===== src/rtl/dp_controller.sv =====
// Instruction-sequencing FSM for the 16-bit RISC datapath: decodes a latched instruction and
// sequences the datapath strobes and the LDR/STR memory handshake. Optional: DP_CTRL_ILLEGAL_TRAP_EN.
module dp_controller #(
    parameter int unsigned MEM_TIMEOUT = 0
) (
    input  logic        clk,
    input  logic        reset,
    input  logic        s,
    input  logic [15:0] in,
    input  logic        mem_ready,
    output logic        w,
    output logic [1:0]  vsel,
    output logic        loada,
    output logic        loadb,
    output logic        loadc,
    output logic        loads,
    output logic        asel,
    output logic        bsel,
    output logic [1:0]  shift,
    output logic [1:0]  ALUop,
    output logic [2:0]  readnum,
    output logic [2:0]  writenum,
    output logic        write,
    output logic [15:0] sximm5,
    output logic [15:0] sximm8,
    output logic        load_addr,
    output logic [1:0]  mem_cmd,
    output logic        err
);

    typedef enum logic [3:0] {
        S_WAIT, S_DECODE, S_GET_A, S_GET_B, S_ALU, S_WB_REG, S_WB_IMM,
        S_ADDR, S_LATCH, S_MEM_RD, S_ST_B, S_ST_C, S_MEM_WR, S_HALT
`ifdef DP_CTRL_ILLEGAL_TRAP_EN
        , S_TRAP
`endif
    } state_t;

    state_t      state_q, state_d;
    logic [15:0] ir_q, ir_d;
    logic [15:0] tmo_q, tmo_d;
    logic        tmo_hit;

    logic [2:0] opc, rn, rd, rm;
    logic [1:0] op, sh;

    assign opc = ir_q[15:13];
    assign op  = ir_q[12:11];
    assign rn  = ir_q[10:8];
    assign rd  = ir_q[7:5];
    assign sh  = ir_q[4:3];
    assign rm  = ir_q[2:0];

    assign sximm5 = {{11{ir_q[4]}}, ir_q[4:0]};
    assign sximm8 = {{8{ir_q[7]}}, ir_q[7:0]};

    // The cycle that would make the count reach the limit is the last one a mem op may take.
    assign tmo_hit = (MEM_TIMEOUT != 0) && ({16'd0, tmo_q} + 32'd1 >= MEM_TIMEOUT);

    // NOTE: state registers use non-blocking assignments so every flop samples pre-edge values.
    always_ff @(posedge clk or posedge reset) begin
        if (reset) begin
            state_q <= S_WAIT;
            ir_q    <= '0;
            tmo_q   <= '0;
        end else begin
            state_q <= state_d;
            ir_q    <= ir_d;
            tmo_q   <= tmo_d;
        end
    end

    // NOTE: every output and next-state value gets a default first so no latch is inferred.
    always_comb begin
        state_d   = state_q;
        ir_d      = ir_q;
        tmo_d     = '0;
        w         = 1'b0;
        vsel      = 2'b00;
        loada     = 1'b0;
        loadb     = 1'b0;
        loadc     = 1'b0;
        loads     = 1'b0;
        asel      = 1'b0;
        bsel      = 1'b0;
        shift     = 2'b00;
        ALUop     = 2'b00;
        readnum   = 3'd0;
        writenum  = 3'd0;
        write     = 1'b0;
        load_addr = 1'b0;
        mem_cmd   = 2'b00;
        err       = 1'b0;

        case (state_q)
            S_WAIT: begin
                w = 1'b1;
                if (s) begin
                    ir_d    = in;
                    state_d = S_DECODE;
                end
            end
            S_DECODE: begin
                if (opc == 3'b111) begin
                    state_d = S_HALT;
                end else begin
                    case ({opc, op})
                        5'b110_10:                       state_d = S_WB_IMM;
                        5'b110_00, 5'b101_11:            state_d = S_GET_B;
                        5'b101_00, 5'b101_01, 5'b101_10: state_d = S_GET_A;
                        5'b011_00, 5'b100_00:            state_d = S_GET_A;
`ifdef DP_CTRL_ILLEGAL_TRAP_EN
                        default:                         state_d = S_TRAP;
`else
                        default:                         state_d = S_WAIT;
`endif
                    endcase
                end
            end
            S_GET_A: begin
                readnum = rn;
                loada   = 1'b1;
                state_d = (opc == 3'b011 || opc == 3'b100) ? S_ADDR : S_GET_B;
            end
            S_GET_B: begin
                readnum = rm;
                loadb   = 1'b1;
                state_d = S_ALU;
            end
            S_ALU: begin
                shift = sh;
                if (opc == 3'b101) begin
                    ALUop = op;
                end else begin
                    asel = 1'b1;
                end
                // CMP only updates the status register and writes nothing back.
                if (opc == 3'b101 && op == 2'b01) begin
                    loads   = 1'b1;
                    state_d = S_WAIT;
                end else begin
                    loadc   = 1'b1;
                    state_d = S_WB_REG;
                end
            end
            S_WB_REG: begin
                writenum = rd;
                write    = 1'b1;
                state_d  = S_WAIT;
            end
            S_WB_IMM: begin
                writenum = rn;
                vsel     = 2'b10;
                write    = 1'b1;
                state_d  = S_WAIT;
            end
            S_ADDR: begin
                bsel    = 1'b1;
                loadc   = 1'b1;
                state_d = S_LATCH;
            end
            S_LATCH: begin
                load_addr = 1'b1;
                state_d   = (opc == 3'b011) ? S_MEM_RD : S_ST_B;
            end
            S_MEM_RD: begin
                mem_cmd  = 2'b01;
                writenum = rd;
                vsel     = 2'b11;
                write    = mem_ready;
                tmo_d    = tmo_q + 16'd1;
                if (mem_ready || tmo_hit) state_d = S_WAIT;
            end
            S_ST_B: begin
                readnum = rd;
                loadb   = 1'b1;
                state_d = S_ST_C;
            end
            S_ST_C: begin
                asel    = 1'b1;
                loadc   = 1'b1;
                state_d = S_MEM_WR;
            end
            S_MEM_WR: begin
                mem_cmd = 2'b10;
                tmo_d   = tmo_q + 16'd1;
                if (mem_ready || tmo_hit) state_d = S_WAIT;
            end
            S_HALT: state_d = S_HALT;
`ifdef DP_CTRL_ILLEGAL_TRAP_EN
            S_TRAP: err = 1'b1;
`endif
            default: state_d = S_WAIT;
        endcase
    end

endmodule


===== config.mk =====
export PLATFORM = sky130hd
export DESIGN_NAME = dp_controller
export DESIGN_NICKNAME = d
export VERILOG_FILES = /design/src/rtl/dp_controller.sv
export SDC_FILE = /design/constraint.sdc
export NUM_CORES = 1
export LEC_CHECK = 0
export CORE_MARGIN = 2
export CORE_UTILIZATION = 53
export CTS_CLUSTER_DIAMETER = 50
export CTS_CLUSTER_SIZE = 40
export DETAILED_ROUTE_END_ITERATION = 10
export DONT_BUFFER_PORTS = 1
export HOLD_SLACK_MARGIN = 0.08
export PLACE_DENSITY = 0.73
export REMOVE_ABC_BUFFERS = 1
export SETUP_SLACK_MARGIN = 0.2
export SYNTH_ARGS = -nofsm -noshare
export SYNTH_HDL_FRONTEND = slang
export SYNTH_SLANG_ARGS = --single-unit

===== constraint.sdc =====
create_clock -name clk -period 4.3 [get_ports clk]
set_clock_uncertainty 0.15 [all_clocks]
set_input_delay 0.215 -clock clk [delete_from_list [all_inputs] [get_ports clk]]
set_output_delay 0.215 -clock clk [all_outputs]
set_load 0.005 [all_outputs]

==> impl_results.md <==
- Minimum clock period: 2.45 ns
- Yosys reg bits: 20
- Crit path max-delay cell type: dfrtp_1
- Clock Pin Slew Worst Setup and Hold Paths: 0.12 ns
- CTS tree: yes
- Pin count of the biggest net entering global routing: 21
- Pre-antenna DRT Iters: 7
- Hold Startpoint: mem_ready
- Ys flop type: dfrtp_1
- Number of global-route vias before repair: 1142
- WL final: 3260 um
- Cells resized by post-CTS repair: 0
- Worst-path fanout max: 18
- Area Growth Syn to Fin: -1.98%
- Sink Count: 20
- Total track usage: 0.198
- Root Buffer: clkbuf_4
- Worst setup SP type: register
- Nets: 174
- Crit-path cells: nand2b_1 -> nor3_2 -> and3_1 -> nor2b_1
- Clk buf depth: 2
- Cells on Worst Hold Path: 3
- Cell family with most CP delay: simple AND/OR/NAND/NOR gates
- Register area share after synthesis: 0.316
- Drc violations: 2
- Layout cells sized above 1: 0.163
- Die ar.: 3440 um^2
- Finish-stage setup viols: 0
- FMAX: 0.408 GHz
- WHS Endpoint: state_q[2]
- Initial core utilization: 0.564
- Initial antenna violation count: 0
- Via count: 1132
- Hold slack: 0.100 ns
- First-pass GRT wire length: 5210 um
- Req. time, crit path: 3.93 ns
- Setup bufs post-CTS: 0
- RSZ-0062 raised after global routing: no
- Crit path buffers/inverters: 0
- Routed Antenna Nets: 0
- Chip Width: 58.6 um
- Final GP Congestion: 0.909
- H-tree levels: 1
- Failing checks: DRC
- Max_slew headroom: 0.492
- Data arrival time of the worst path: 2.09 ns
- Clk_lat worst skew: 0.30 ns
- FFs w/ async S/R, synth: 1.00
- DR WL/cell: 17.7 um
- Max incr delay on CP: 0.61 ns
- DP Area: 1310 um^2
- Worst slew pin tran: 0.761 ns
- Rows: 19
- Max-cap viol count: 0
- DP Worst Slack: 2.23 ns
- R2R Path Start: state_q[3]
- Setup crit end kind: output port
- Fin. Hold Viols: 0
- Remaining global-route overflow: 0
- Final TNS setup: 0 ns
- IO Port Bufs: 0
- Critical path type: reg -> out
- CTS Buf Count: 3
- Mapped Area: 1580 um^2
- Iteration-0 DRC Markers: 40
- Worst hold path type: in -> reg
- Syn Area/Cell: 9.15 um^2
- Max-slew violation count: 0
- # IOs: 76
- Cells after Synth: 173
- Fillers: 254
- Number of synthesized flops with an enable pin: 0
- Cell Pwr Density: 726 nW/um^2
- Worst setup margin: 1.85 ns
- Die Height: 58.6 um
- Worst reg2reg setup slack: 2.38 ns
- Capturing point of the worst reg2reg path: ir_q[0]
- Worst VDD drop: 0.000438 V
- LEAKAGE: 0.692 nW
- Status: finished, violations left
- ANT cells: 0
- CORE AREA: 2810 um^2
- Fin area: 1550 um^2
- Yosys warns: 0
- Worst reg2reg path depth: 3
- HPWL after DPL: 2250 um
- Post-DR vias/cell: 6.15
- Synth unique cells: 41
- Period utilization: 0.571
sequential cells by signal, summed over array words and instances (netlist names):
signal and cells:
state_q 4, ir_q 16
power breakdown:
group / total [mW] / switching (mW) / internal [mW]
Sequential: 0.500 / 0.220 / 0.280
Clock: 0.154 / 0.0600 / 0.0943
Combinational: 0.473 / 0.219 / 0.253
per-stage QoR:
step / utilization / instances / power, mW
6_report: 0.553 / 184 / 1.13
5_1_grt: 0.553 / 184 / 1.21
4_1_cts: 0.553 / 184 / 1.13
3_5_place_dp: 0.467 / 161 / 0.954
3_3_place_gp: 0.467 / 161 / 0.938
2_1_floorplan: - / 130 / 0.841
worst max path at each step:
stage | from | to | slack [ns] | depth (start not counted)
after CTS | state_q[3] | loads | 1.87 | 4
after floorplan | state_q[3] | loads | 2.50 | 4
after detailed placement | state_q[3] | loads | 2.23 | 4
after global placement | state_q[3] | loads | 2.29 | 4
final | state_q[3] | loads | 1.85 | 4
after global routing | state_q[2] | loads | 1.71 | 4
kinds of logic after synthesis:
| logic type | share of synthesized area |
|---|---|
| other | 0.00237 |
| AND/OR/NAND/NOR | 0.184 |
| buffers and inverters | 0.212 |
| flip-flops | 0.316 |
| XOR/XNOR | 0.00553 |
| AO/OA/AOI/OAI | 0.142 |
| multiplexers | 0.138 |
metal layers:
layer / up-vias / share of wire / global-route usage
met1: 550 / 0.43 / 0.249
met5: - / 0 / 0
met2: 48 / 0.49 / 0.323
met4: 0 / 0.021 / 0.104
li1: 525 / - / -
met3: 9 / 0.054 / 0.0396
worst min-delay path: cells and delay by family:
kind,cells,cell delay [ns]
AOI/OAI and AO/OA,3,0.30
repair_timing:
action,in CTS,in global routing
endpoints found under the setup margin,0,0
hold buffers,19,0
endpoints found under the hold margin,38,0
synthesized netlist by cell type, drive strengths merged (2+ instances only):
cell type   n  area, um^2
buf        41         305
dfrtp      20         500
mux2       16         218
nand2      16        67.6
nor2       10        37.5
o22ai       7        43.8
inv         6        22.5
nor3        6        35.0
a21oi       5        25.0
nand2b      5        31.3
a21boi      4        30.0
a22oi       3        22.5
a31oi       3        18.8
nor2b       3        18.8
and2        2        12.5
and3        2        12.5
clkbuf      2        7.51
nand3       2        10.0
nand3b      2        15.0
nor4        2        27.5
o21ai       2        10.0
area by class of cell:
class                           count  area [um^2]  area share
Multi-Input combinational cell    104          747       0.481
Sequential cell                    20          500       0.323
Timing Repair Buffer               19          190       0.123
Tap cell                           31         38.8      0.0250
Clock inverter                      1         30.0      0.0194
Clock buffer                        3         22.5      0.0145
Inverter                            6         22.5      0.0145
cells in the final DEF, fill, tap and decap left out, types with 2 or more instances in the layout:
cell,Yosys,final
o21ai_0,2,2
nand2_1,15,15
nor2b_1,3,3
nor2_1,10,10
o22ai_1,7,7
a31oi_1,3,3
a21oi_1,5,5
nand2b_1,5,5
mux2_2,6,6
and2_1,2,2
nand3b_1,2,2
dlygate4sd3_1,0,19
a21boi_0,4,4
nand3_1,2,2
a22oi_1,3,3
clkbuf_4,0,3
dfrtp_1,20,20
mux2_4,10,10
inv_1,6,6
and3_1,2,2
nor3_1,5,5
No activity file was read; power rests on OpenSTA's default activity.
